**src/rtl/multi_fifo.sv**
```systemverilog
// multi_fifo: a set of independent synchronous FIFO channels sharing one clock.
// Each channel has first-word fall-through read data, a fill level, a
// threshold DMA request and sticky overflow/underflow error flags.
module multi_fifo #(
    parameter int DATA_WIDTH = 8,
    parameter int DEPTH      = 4,
    parameter int CHANNELS   = 2,
    parameter int REQ_LEVEL  = 2,
    localparam int LW        = $clog2(DEPTH + 1)
) (
    input  logic                           clock,
    input  logic                           reset_n,
    input  logic [CHANNELS-1:0]            wr_en,
    input  logic [CHANNELS*DATA_WIDTH-1:0] wr_data,
    input  logic [CHANNELS-1:0]            rd_en,
    output logic [CHANNELS*DATA_WIDTH-1:0] rd_data,
    output logic [CHANNELS-1:0]            not_full,
    output logic [CHANNELS-1:0]            empty,
    output logic [CHANNELS*LW-1:0]         level,
    output logic [CHANNELS-1:0]            dma_req,
    output logic [CHANNELS-1:0]            overflow,
    output logic [CHANNELS-1:0]            underflow,
    input  logic [CHANNELS-1:0]            err_clr
);

    localparam int PW = $clog2(DEPTH);
    localparam logic [LW-1:0] FULL_LVL = LW'(DEPTH);
    localparam logic [LW-1:0] REQ_LVL  = LW'(REQ_LEVEL);

    for (genvar c = 0; c < CHANNELS; c++) begin : g_chan
        logic [DATA_WIDTH-1:0] mem [DEPTH];
        logic [PW-1:0]         wptr;
        logic [PW-1:0]         rptr;
        logic [LW-1:0]         cnt;
        logic                  is_full;
        logic                  is_empty;
        logic                  push_ok;
        logic                  pop_ok;

        // Acceptance is decided only from the registered level, so a full
        // channel rejects a push even when a pop frees a slot in the same cycle.
        assign is_full  = (cnt == FULL_LVL);
        assign is_empty = (cnt == '0);
        assign push_ok  = wr_en[c] && !is_full;
        assign pop_ok   = rd_en[c] && !is_empty;

        // Storage is deliberately left out of reset; empty masks stale entries.
        always_ff @(posedge clock) begin
            if (push_ok) begin
                mem[wptr] <= wr_data[c*DATA_WIDTH +: DATA_WIDTH];
            end
        end

        // Pointers and level track accepted operations; pointers wrap at DEPTH.
        always_ff @(posedge clock or negedge reset_n) begin
            if (!reset_n) begin
                wptr <= '0;
                rptr <= '0;
                cnt  <= '0;
            end else begin
                if (push_ok) begin
                    wptr <= wptr + 1'b1;
                end
                if (pop_ok) begin
                    rptr <= rptr + 1'b1;
                end
                case ({push_ok, pop_ok})
                    2'b10:   cnt <= cnt + 1'b1;
                    2'b01:   cnt <= cnt - 1'b1;
                    default: cnt <= cnt;
                endcase
            end
        end

        // Sticky error flags; a new error wins over a clear in the same cycle.
        always_ff @(posedge clock or negedge reset_n) begin
            if (!reset_n) begin
                overflow[c]  <= 1'b0;
                underflow[c] <= 1'b0;
            end else begin
                if (wr_en[c] && is_full) begin
                    overflow[c] <= 1'b1;
                end else if (err_clr[c]) begin
                    overflow[c] <= 1'b0;
                end
                if (rd_en[c] && is_empty) begin
                    underflow[c] <= 1'b1;
                end else if (err_clr[c]) begin
                    underflow[c] <= 1'b0;
                end
            end
        end

        assign rd_data[c*DATA_WIDTH +: DATA_WIDTH] = is_empty ? '0 : mem[rptr];
        assign level[c*LW +: LW] = cnt;
        assign not_full[c]       = !is_full;
        assign empty[c]          = is_empty;
        assign dma_req[c]        = (cnt >= REQ_LVL);
    end

endmodule

```
**config.mk**
```make
export PLATFORM = sky130hd
export DESIGN_NAME = multi_fifo
export DESIGN_NICKNAME = d
export VERILOG_FILES = /design/src/rtl/multi_fifo.sv
export SDC_FILE = /design/constraint.sdc
export NUM_CORES = 1
export LEC_CHECK = 0
export CORE_MARGIN = 4
export CORE_UTILIZATION = 40
export CTS_CLUSTER_SIZE = 16
export DETAILED_ROUTE_END_ITERATION = 8
export PLACE_DENSITY = 0.58
export SYNTH_ARGS = -nofsm -noshare
export SYNTH_HDL_FRONTEND = slang
export SYNTH_SLANG_ARGS = --single-unit
```
**constraint.sdc**
```tcl
create_clock -name clock -period 4.8 [get_ports clock]
set_input_delay 0.96 -clock clock [delete_from_list [all_inputs] [get_ports clock]]
set_output_delay 0.96 -clock clock [all_outputs]
set_load 0.05 [all_outputs]
```
==> impl_results.md, run 1 <==
* Drt first-iter violations at 75
* Result of the run: completed
* Per-instance average area after synthesis at 18.1 µm²
* CTS tree: done
* Yosys warns at 0
* Total standard cell area after synthesis at 3630 µm²
* Number of distinct library cells after synthesis at 23
* Layout filler cell count at 734
* Worst endpoint required time at 3.84 ns
* Number of antenna violations at the first check in global routing at 0
* Class of the worst hold path: register to register
* Total of cells resized after clock tree synthesis at 0
* Total half-perimeter wirelength after legalization and detailed placement at 4030 µm
* Element type at the critical path start: register
* Data arrival time of the critical path at 2.54 ns
* DIE AREA at 10700 µm²
* Tightest Pin Transition at 0.834 ns
* Final setup violation count at 0
* Maximum number of pins on one net before global-route repair at 19
* Total number of clock tree sinks at 82
* Combined area of the multi-input logic cells at 1130 µm²
* DR vias at approximately 1700
* Placeable core area at 8760 µm²
* Global-route wire length before repair at 9470 µm
* Worst Path Buf+Inv at 2
* Routed WL at about 5700 µm
* Clock buffers created by TritonCTS at 9
* Time the final worst path needs with I/O delays and setup at 3.50 ns
* Primary flip-flop cell chosen by synthesis mapping: edfxtp_1
* Die width at 103 µm
* Cell with the largest stage delay on the worst path: nor3_4
* Share of synthesized cell area in full adder, half adder and majority cells at about 4.6%
* Layout overhead on the synthesized area at 23.7%
* Layout cell share with drive strength beyond 1 at ~22%
* Library cell with the highest instance count after synthesis: edfxtp_1
* Total number of nets in the final design at 296
* Cells along the critical path: nor3_4, buf_4, nor2b_4, clkdlybuf4s50_1
* Fraction of registers with async set or reset after synthesis at 22.0%
* Via count of the first global-routing pass at ~1800
* Max stage delay on crit path at 0.72 ns
* Y dimension of the die at 103 µm
* Number of buffers between clock root and the deepest sink at 2
* Clock edge transition at the registers on the reported setup and hold paths at 0.08 ns
* Count of flip-flops with a built-in enable after synthesis at 64
* Most area-consuming cells after synthesis: edfxtp_1, dfrtp_1, mux4_2, nor2b_4, ha_1
* Total Negative Setup Slacks at 0 ns
* Post-route clock period utilization at about 73%
* Setup repair after global routing missed its margin: false
* Max Cap Violations at 0
* Worst Hold Path Cells at 2
* Seq/Total Area, Yosys at 65.4%
* Yosys top cell area share at 53.0%
* Buffers inserted by post-CTS timing repair at 0
* Routed wirelength normalized by instance count at 15.4 µm
* Cell family with the largest share of critical-path delay: buffers and inverters
* Number of nets produced by synthesis at 236
* Clock insertion delay at the later pin of the skew report at about 0.34 ns
* Hold bufs inserted after CTS at 0
* Tightest hold margin at 0.518 ns
* Per-cell via count in the routed design at between 4 and 5
* Share of the synthesized area in compound gates (AO/OA/AOI/OAI) at 0.552%
* Maximum clock rate at about 290 MHz
* Remaining global-route overflow at 0
* Largest area contributor in the synthesized netlist: edfxtp_1
* Weighted congestion at the end of routability-driven global placement at 0.679
* Relative slew slack at between 40% and 50%
* DRT antenna net count at 0
* Number of detailed-route iterations in the first pass at 4
* CP max FO at 10
* Area of all sequential standard cells at 2370 µm²
* Dominant combinational cell family by area after synthesis: simple AND/OR/NAND/NOR gates
* Yosys reg bits at 82
* Port Buffer Count at 55
* Count of standard-cell rows at 34
* Share of the synthesized netlist area taken by xor and xnor gates at 2.90%
* Multiplexer fraction of the synthesized cell area at 11.3%
* Slew Viols, Final at 0
* Effective utilization at floorplan at 41.4%
* Critical path class: register to output port
* Clock root buffer: clkbuf_8
* H-tree depth at 3
* I/O pins at between 50 and 60
* Total routing usage reported by global routing at about an eighth
* Remaining routing DRC violations at 0
* Simple-gate area share of the yosys netlist at between 10% and 20%
* Synth cell count leaders: edfxtp_1, dfrtp_1, inv_1, nor2b_4, mux4_2
* Number of cell instances on the worst register-to-register path at 8
* CP endpoint kind: output port
* Largest clock skew in the final design at 0.00832 ns
* Total number of cells along the worst setup path at 4
* Count of antenna diodes in the layout at 0
* Cells after Synth at 200
* Final Hold Violating Endpoints at 0
[per-stage QoR]
step / utilization, % / cell area (µm²) / std cells / setup slack, ns
2_1_floorplan: - / 3630 / 200 / 2.47
3_3_place_gp: 48.7 / 4270 / 357 / 1.64
3_5_place_dp: 48.7 / 4270 / 357 / 1.60
4_1_cts: 51.2 / 4490 / 373 / 1.20
5_1_grt: 51.2 / 4490 / 373 / 1.15
6_report: 51.2 / 4490 / 373 / 1.30
[worst paths after layout]
| check | startpoint | to | slack (ns) |
|---|---|---|---|
| worst max register to register | g_chan[1].cnt[0] | g_chan[1].cnt[2] | 2.45 |
| min in group asynchronous | reset_n | g_chan[1].cnt[2] | 1.09 |
| worst min-delay path | underflow[0] | underflow[0] | 0.52 |
| worst max-delay path | g_chan[1].cnt[0] | rd_data[11] | 1.30 |
| worst min register to register | underflow[0] | underflow[0] | 0.52 |
| max in group asynchronous | reset_n | g_chan[1].rptr[0] | 3.21 |
[cell usage in the layout (no fill, tap or decap), drive strengths merged]
| master | netlist | layout |
|---|---|---|
| fa | 2 | 2 |
| bufinv | 0 | 2 |
| nand2 | 6 | 6 |
| mux4 | 16 | 16 |
| clkdlybuf4s50 | 0 | 55 |
| mux2i | 2 | 2 |
| xnor2 | 4 | 4 |
| nor2b | 20 | 20 |
| nor3 | 2 | 2 |
| mux2 | 2 | 2 |
| and2 | 8 | 8 |
| clkinv | 0 | 4 |
| or2 | 2 | 2 |
| ha | 10 | 10 |
| dfrtp | 18 | 18 |
| nor3b | 2 | 2 |
| inv | 18 | 19 |
| buf | 6 | 2 |
| nor2 | 4 | 4 |
| o21ai | 4 | 4 |
| edfxtp | 64 | 64 |
| clkbuf | 2 | 9 |
| xor2 | 8 | 8 |
[worst register-to-register path, delay by kind of cell, from the launching register on]
kind                       cells  cell delay, ns
DFF                            1            0.48
and+or+nand+nor                3            0.96
xor gates and xnor gates       2            0.29
adders and majority gates      2            0.44
buffers and inverters          1            0.07
[cells by family (layout without fill, tap and decap cells)]
| kind of cell | after synthesis | in the layout |
|---|---|---|
| flops | 82 | 82 |
| fa+ha+maj | 12 | 12 |
| compound gates | 4 | 4 |
| simple gates | 44 | 44 |
| buf+inv | 26 | 91 |
| xor+xnor | 12 | 12 |
| mux | 20 | 20 |
[registers in the layout (all words and copies together), names as in the netlist]
| signal | count |
|---|---|
| g_chan.cnt | 6 |
| overflow | 2 |
| underflow | 2 |
| g_chan.wptr | 4 |
| g_chan.mem | 64 |
| g_chan.rptr | 4 |
[area by class of cell]
class	instances	share of cell area [%]
Tap cell	108	3.01
Timing Repair Buffer	57	12.6
Clock inverter	7	2.04
Clock buffer	9	2.76
Multi-Input combinational cell	92	25.2
Sequential cell	82	52.9
Inverter	18	1.51
[layer usage]
metal | routed length, µm | share of wire (%) | GRT usage, %
met1 | 2540 | 44 | 16.1
met2 | 2860 | 50 | 18.5
met3 | 252 | 4.4 | 2.82
met4 | 101 | 1.8 | 5.38
met5 | 0 | 0 | 0
Power of run 1 is left out: the tool's default activity adds up to more than one toggle a clock period on the data nets, which glitch-free logic cannot reach.
==> run 2, diff against run 1 <==
--- a/config.mk
+++ b/config.mk
@@ -9,7 +9,7 @@
 export CORE_UTILIZATION = 40
 export CTS_CLUSTER_SIZE = 16
 export DETAILED_ROUTE_END_ITERATION = 8
-export PLACE_DENSITY = 0.58
+export PLACE_DENSITY = 0.61
 export SYNTH_ARGS = -nofsm -noshare
 export SYNTH_HDL_FRONTEND = slang
 export SYNTH_SLANG_ARGS = --single-unit
==> constraint.sdc (replaced) <==
create_clock -name clock -period 3 [get_ports clock]
set_input_delay 0.6 -clock clock [delete_from_list [all_inputs] [get_ports clock]]
set_output_delay 0.6 -clock clock [all_outputs]
set_load 0.05 [all_outputs]
==> run 2 against run 1 <==
Hold slack worse by 0.0016 ns. Non-clock buffer count is 2 higher. Utilization is 0.19 points higher. Highest routed layer unchanged. Critical path type unchanged.
==> impl_results.md, run 2 (synthesis gave the netlist of run 1 again) <==
* Result of the run: completed
* Highest metal layer with signal wires: met4
* Port Buffer Count at 55 (unchanged)
* Layout filler cell count at 759 (+3.4%)
* H-tree depth at 3 (unchanged)
* Weighted congestion at the end of routability-driven global placement at 0.691 (+1.7%)
* Total of cells resized after clock tree synthesis at 0 (unchanged)
* Number of buffers between clock root and the deepest sink at 2 (unchanged)
* Remaining global-route overflow at 0 (unchanged)
* Element type at the critical path start: register
* Total number of cells along the worst setup path at 3 (-1)
* DRT antenna net count at 0 (unchanged)
* CP endpoint kind: output port
* Time the final worst path needs with I/O delays and setup at 2.82 ns
* Setup repair after global routing missed its margin: false
* Cell family with the largest share of critical-path delay: buffers and inverters
* Hold bufs inserted after CTS at 0 (unchanged)
* Relative slew slack at 42.4% (-1.8 points)
* Most common cell after layout, fill and taps aside: edfxtp_1
* Clock insertion delay at the later pin of the skew report at 0.34 ns (about the same)
* Global-route wire length before repair at 9590 µm (+1.2%)
* Amount of wire on met3 after detailed routing at 202 µm (-20%)
* Worst Hold Path Cells at 1 (-1)
* Worst endpoint required time at 2.40 ns (-1.44 ns)
* Cells along the critical path: mux4_2, nor2b_4, clkdlybuf4s50_1
* Routed length on met2 at 2930 µm (+2.6%)
* Clock root buffer: clkbuf_8
* Drt first-iter violations at 68 (-9.3%)
* Max Cap Violations at 0 (unchanged)
* Remaining routing DRC violations at 0 (unchanged)
* Layout cell share with drive strength beyond 1 at 22.8% (+0.58 points)
* Layout overhead on the synthesized area at 24.1%
* Largest clock skew in the final design at 0.00823 ns (-0.0000880 ns)
* Worst Path Buf+Inv at 1 (-1)
* Cell with the largest stage delay on the worst path: clkdlybuf4s50_1
* Register with the most flip-flops: g_chan.mem
* Number of cell instances on the worst register-to-register path at 9 (+1)
* CTS tree: done
* Total routing usage reported by global routing at 12.4% (+0.44 points)
* Die width at 103 µm (unchanged)
* Critical path class: register to output port
* Maximum clock rate at 355 MHz
* CP max FO at 5 (-5)
* Number of detailed-route iterations in the first pass at 3 (-1)
* Via count of the first global-routing pass at 1875 (+1.4%)
* Data arrival time of the critical path at 2.22 ns (-0.32 ns)
* Number of flip-flops under the largest register name at 64 (unchanged)
* Post-route clock period utilization at between 90 and 100%
* Clock buffers created by TritonCTS at 9 (unchanged)
* Clock edge transition at the registers on the reported setup and hold paths at 0.08 ns (about the same)
* DIE AREA at 10700 µm² (unchanged)
* Y dimension of the die at 103 µm (unchanged)
* Final Hold Violating Endpoints at 0 (unchanged)
* Final setup violation count at 0 (unchanged)
* Routed wirelength normalized by instance count at 15.9 µm (+3.3%)
* Wire length on met1 at 2690 µm (+6.1%)
* Placeable core area at 8760 µm² (unchanged)
* Total number of nets in the final design at 298 (+0.68%)
* Slew Viols, Final at 0 (unchanged)
* Maximum number of pins on one net before global-route repair at 19 (unchanged)
* Commonest non-fill, non-tap cells in the layout: edfxtp_1, clkdlybuf4s50_1, inv_1, nor2b_4, dfrtp_1
* Count of standard-cell rows at 34 (unchanged)
* Max stage delay on crit path at 0.69 ns (-0.03 ns)
* Routed WL at 5970 µm (+3.8%)
* Count of antenna diodes in the layout at 0 (unchanged)
* Tightest Pin Transition at 0.861 ns (+0.0268 ns)
* Class of the worst hold path: register to register
* Per-cell via count in the routed design at 4.61 (-1.2%)
* I/O pins at 56 (unchanged)
* Effective utilization at floorplan at 41.4% (unchanged)
* Buffers inserted by post-CTS timing repair at 0 (unchanged)
* Number of antenna violations at the first check in global routing at 0 (unchanged)
* Total Negative Setup Slacks at 0 ns (unchanged)
* Total half-perimeter wirelength after legalization and detailed placement at 4210 µm (+4.4%)
* Leading registers by flop count: g_chan.mem (64), g_chan.cnt (6)
* Total number of clock tree sinks at 82 (unchanged)
* DR vias at 1730 (-0.69%)
[run 2: cell types whose count changed in the layout (fill, tap and decap cells not counted)]
cell,change
buf_12,+2
buf_4,+1
bufinv_16,-2
clkdlybuf4s50_1,-14
clkinv_1,+1
clkinv_4,+1
dlymetal6s2s_1,+13
nor3_2,+1
nor3_4,-1
[run 2: per-stage QoR]
stage / instances / utilization [%] / worst slack, ns / hold slack, ns / instance area (µm²)
2_1_floorplan: 200 / - / 0.806 / 0.304 / 3630
3_3_place_gp: 359 / 49.1 / 0.417 / 0.482 / 4300
3_5_place_dp: 359 / 49.1 / 0.404 / 0.497 / 4300
4_1_cts: 375 / 51.0 / 0.0186 / 0.527 / 4470
5_1_grt: 375 / 51.4 / 0.101 / 0.534 / 4500
6_report: 375 / 51.4 / 0.181 / 0.516 / 4500
[run 2: worst paths after layout]
| path | startpoint | endpoint | slack, ns |
|---|---|---|---|
| min reg2reg | g_chan[1].rptr[0] | g_chan[1].rptr[0] | 0.52 |
| min in group asynchronous | reset_n | overflow[1] | 0.74 |
| min | g_chan[1].rptr[0] | g_chan[1].rptr[0] | 0.52 |
| max reg2reg | g_chan[0].cnt[1] | g_chan[0].cnt[2] | 0.85 |
| max | g_chan[0].rptr[0] | rd_data[7] | 0.18 |
| max in group asynchronous | reset_n | g_chan[0].cnt[2] | 1.72 |
[run 2: routing by layer]
metal  GRT usage (%)  vias to the layer above
met4            6.57                        0
met5               0                        -
met1            17.2                      851
li1                -                      834
met3            2.15                       12
met2            18.7                       33
[run 2: layout make-up]
class	count	area [µm²]	area share, %
clock inverter	7	43.8	0.972
clock buffer	9	124	2.75
sequential	82	2370	52.7
tap	108	135	3.00
multi-input combinational	92	1120	25.0
timing repair buffer	59	636	14.1
inverter	18	67.6	1.50
Power of run 2 is left out for the same reason.
==> run 3, diff against run 2 <==
--- a/config.mk
+++ b/config.mk
@@ -5,11 +5,13 @@
 export SDC_FILE = /design/constraint.sdc
 export NUM_CORES = 1
 export LEC_CHECK = 0
+export ABC_AREA = 1
 export CORE_MARGIN = 4
 export CORE_UTILIZATION = 40
 export CTS_CLUSTER_SIZE = 16
 export DETAILED_ROUTE_END_ITERATION = 8
-export PLACE_DENSITY = 0.61
+export PLACE_DENSITY = 0.6
+export SLEW_MARGIN = 0
 export SYNTH_ARGS = -nofsm -noshare
 export SYNTH_HDL_FRONTEND = slang
 export SYNTH_SLANG_ARGS = --single-unit
==> run 3 against run 2 <==
Non-clock buffer count rose by 9. Critical endpoint is now rd_data[11]. Clock-buffer cell count did not move. First-iteration DRC count fell by 1.5%. Worst setup slack got worse by 0.049 ns. Die area rose by 5.7%. Largest cell class unchanged. Highest routed layer unchanged. Register-to-register slack improved by 0.17 ns. Cell count rose by 57%.
==> impl_results.md, run 3 <==
* Layout overhead on the synthesized area at 23.1%
* Final Hold Violating Endpoints at 0 (unchanged)
* Count of standard-cell rows at 35 (+2.9%)
* Relative slew slack at 39.5% (-2.9 points)
* Routed wirelength normalized by instance count at 12.6 µm (-21%)
* Fin util at 50.8% (-0.55 points)
* Critical path class: register to output port
* Number of distinct library cells after synthesis at 26 (+13%)
* Total routing usage reported by global routing at 13.6% (+1.3 points)
* Post-route clock period utilization at 95.6% (+1.6 points)
* Leading registers by flop count: g_chan.mem (64), g_chan.cnt (6)
* Clock insertion delay at the later pin of the skew report at 0.35 ns (about the same)
* Total number of nets in the final design at 489 (+64%)
* Maximum number of pins on one net before global-route repair at 19 (unchanged)
* Power per unit of standard cell area at 1140 nW/µm²
* Clock root buffer: clkbuf_8
* Buffers inserted by post-CTS timing repair at 0 (unchanged)
* I/O pins at 56 (unchanged)
* Max Cap Violations at 0 (unchanged)
* Number of nets produced by synthesis at 420 (+78%)
* Hold bufs inserted after CTS at 0 (unchanged)
* Final setup violation count at 0 (unchanged)
* Yosys top cell area share at 49.9% (-3.1 points)
* Amount of wire on met3 after detailed routing at 294 µm (+46%)
* Count of flip-flops with a built-in enable after synthesis at 64 (unchanged)
* Per-cell via count in the routed design at 4.39 (-4.9%)
* Remaining global-route overflow at 0 (unchanged)
* Register with the most flip-flops: g_chan.mem
* Library cell with the highest instance count after synthesis: inv_1
* Cell with the largest stage delay on the worst path: clkdlybuf4s50_1
* Worst endpoint required time at 2.40 ns (about the same)
* Synth cell count leaders: inv_1, nand2_1, edfxtp_1
* Total Negative Setup Slacks at 0 ns (unchanged)
* PnR Total Power at 5420 µW
* DIE AREA at 11300 µm² (+5.7%)
* Weighted congestion at the end of routability-driven global placement at 0.818 (+18%)
* Most common cell after layout, fill and taps aside: inv_1
* Largest area contributor in the synthesized netlist: edfxtp_1
* Remaining routing DRC violations at 0 (unchanged)
* Wire length on met1 at 3490 µm (+30%)
* DR vias at 2574 (+49%)
* DRT antenna net count at 0 (unchanged)
* Clock edge transition at the registers on the reported setup and hold paths at 0.10 ns (+0.02 ns)
* Global-route wire length before repair at 11900 µm (+24%)
* Layout cell share with drive strength beyond 1 at 10.3% (-13 points)
* Element type at the critical path start: register
* Cells along the critical path: buf_4, nand2_1, nand3_1, a21oi_1, clkdlybuf4s50_1
* Number of detailed-route iterations in the first pass at 4 (+1)
* Per-instance average area after synthesis at 10.0 µm² (-45%)
* CTS tree: done
* Largest clock skew in the final design at 0.0152 ns (+0.00699 ns)
* Drt first-iter violations at 67 (-1.5%)
* Placed cell count at 571 (+59%)
* Number of antenna violations at the first check in global routing at 0 (unchanged)
* Effective utilization at floorplan at 41.3% (-0.10 points)
* Time the final worst path needs with I/O delays and setup at 2.87 ns (+0.0489 ns)
* Commonest non-fill, non-tap cells in the layout: inv_1, nand2_1, edfxtp_1, clkdlybuf4s50_1, nand3_1
* Setup repair after global routing missed its margin: false
* Die width at 106 µm (+2.8%)
* Clock buffers created by TritonCTS at 9 (unchanged)
* Peak supply drop at 0.000562 V
* Port Buffer Count at 55 (unchanged)
* Slew Viols, Final at 0 (unchanged)
* H-tree depth at 3 (unchanged)
* Data arrival time of the critical path at 2.27 ns (+0.05 ns)
* Highest metal layer with signal wires: met4
* Class of the worst hold path: register to register
* Maximum clock rate at 349 MHz (-1.7%)
* Number of buffers between clock root and the deepest sink at 2 (unchanged)
* Routed WL at 7390 µm (+24%)
* Result of the run: completed
* CP max FO at 12 (+7)
* Fraction of registers with async set or reset after synthesis at 22.0% (unchanged)
* Static Leakage at 0.00219 µW
* Most area-consuming cells after synthesis: edfxtp_1, dfrtp_1, inv_1, nand2_1, nand3_1
* Cells after Synth at 384 (+92%)
* Y dimension of the die at 106 µm (+2.8%)
* Max stage delay on crit path at 0.83 ns (+0.14 ns)
* Seq/Total Area, Yosys at 61.6% (-3.8 points)
* Total of cells resized after clock tree synthesis at 0 (unchanged)
* Total half-perimeter wirelength after legalization and detailed placement at 5190 µm (+24%)
* Count of non-filler cells in the finished layout at 587 (+57%)
* Total standard cell area after synthesis at 3850 µm² (+6.2%)
* Yosys warns at 0 (unchanged)
* Primary flip-flop cell chosen by synthesis mapping: edfxtp_1
* Routed length on met2 at 3530 µm (+20%)
* CP endpoint kind: output port
* Number of flip-flops under the largest register name at 64 (unchanged)
* Placeable core area at 9330 µm² (+6.4%)
* Yosys reg bits at 82 (unchanged)
* Tightest hold margin at 0.511 ns (-0.00559 ns)
* Tightest Pin Transition at 0.905 ns (+0.0440 ns)
* Total number of clock tree sinks at 82 (unchanged)
* Count of antenna diodes in the layout at 0 (unchanged)
* Via count of the first global-routing pass at 2514 (+34%)
-- run 3: final timing paths --
path                       cells past startpoint           endpoint  slack, ns         startpoint
max in group asynchronous                      1   g_chan[0].cnt[2]       1.68            reset_n
setup / recovery                               5        rd_data[11]       0.13  g_chan[1].rptr[0]
min in group asynchronous                      1  g_chan[1].rptr[0]       0.75            reset_n
setup reg to reg                              10   g_chan[0].cnt[2]       1.02   g_chan[0].cnt[1]
hold / removal                                 1   g_chan[0].cnt[0]       0.51   g_chan[0].cnt[0]
hold reg to reg                                1   g_chan[0].cnt[0]       0.51   g_chan[0].cnt[0]
-- run 3: routing by layer --
layer  vias to the layer above  GRT usage [%]
met3                         6           4.13
met5                         -              0
met4                         0           4.44
met2                        39           21.7
met1                      1198           17.9
li1                       1331              -
-- run 3: where the power goes --
group / internal, µW / switching [µW]
Sequential: 1530 / 164
Clock: 315 / 418
Combinational: 959 / 2030
-- run 3: critical path: cells and delay by family, from the launching register on --
kind | cells | cell delay (ns)
buffers and inverters | 2 | 1.08
DFF | 1 | 0.51
AOI/OAI and AO/OA | 1 | 0.18
and+or+nand+nor | 2 | 0.15
-- run 3: final cells by class --
type | count | area (µm²)
well taps | 129 | 161
clock inverters | 7 | 58.8
fillers | 853 | 4590
flip-flops and latches | 82 | 2370
multi-input cells | 190 | 995
inverters | 102 | 390
clock buffers | 9 | 124
repair buffers | 68 | 641
-- run 3: cell families (layout without fill, tap and decap cells) --
kind of cell	count (synthesis)	after routing	share of synthesized area [%]
simple gates	150	150	17.3
buf+inv	112	186	12.6
flops	82	82	61.6
compound gates	24	24	3.28
fa+ha+maj	12	12	4.29
xor+xnor	4	4	0.909
-- run 3: stage by stage --
stage / cell area [µm²] / worst slack [ns]
after floorplan: 3850 / 0.519
after global placement: 4550 / 0.522
after detailed placement: 4550 / 0.497
after CTS: 4740 / 0.0881
after global routing: 4740 / 0.0173
final: 4740 / 0.133
(Power assumes the default switching activity.)
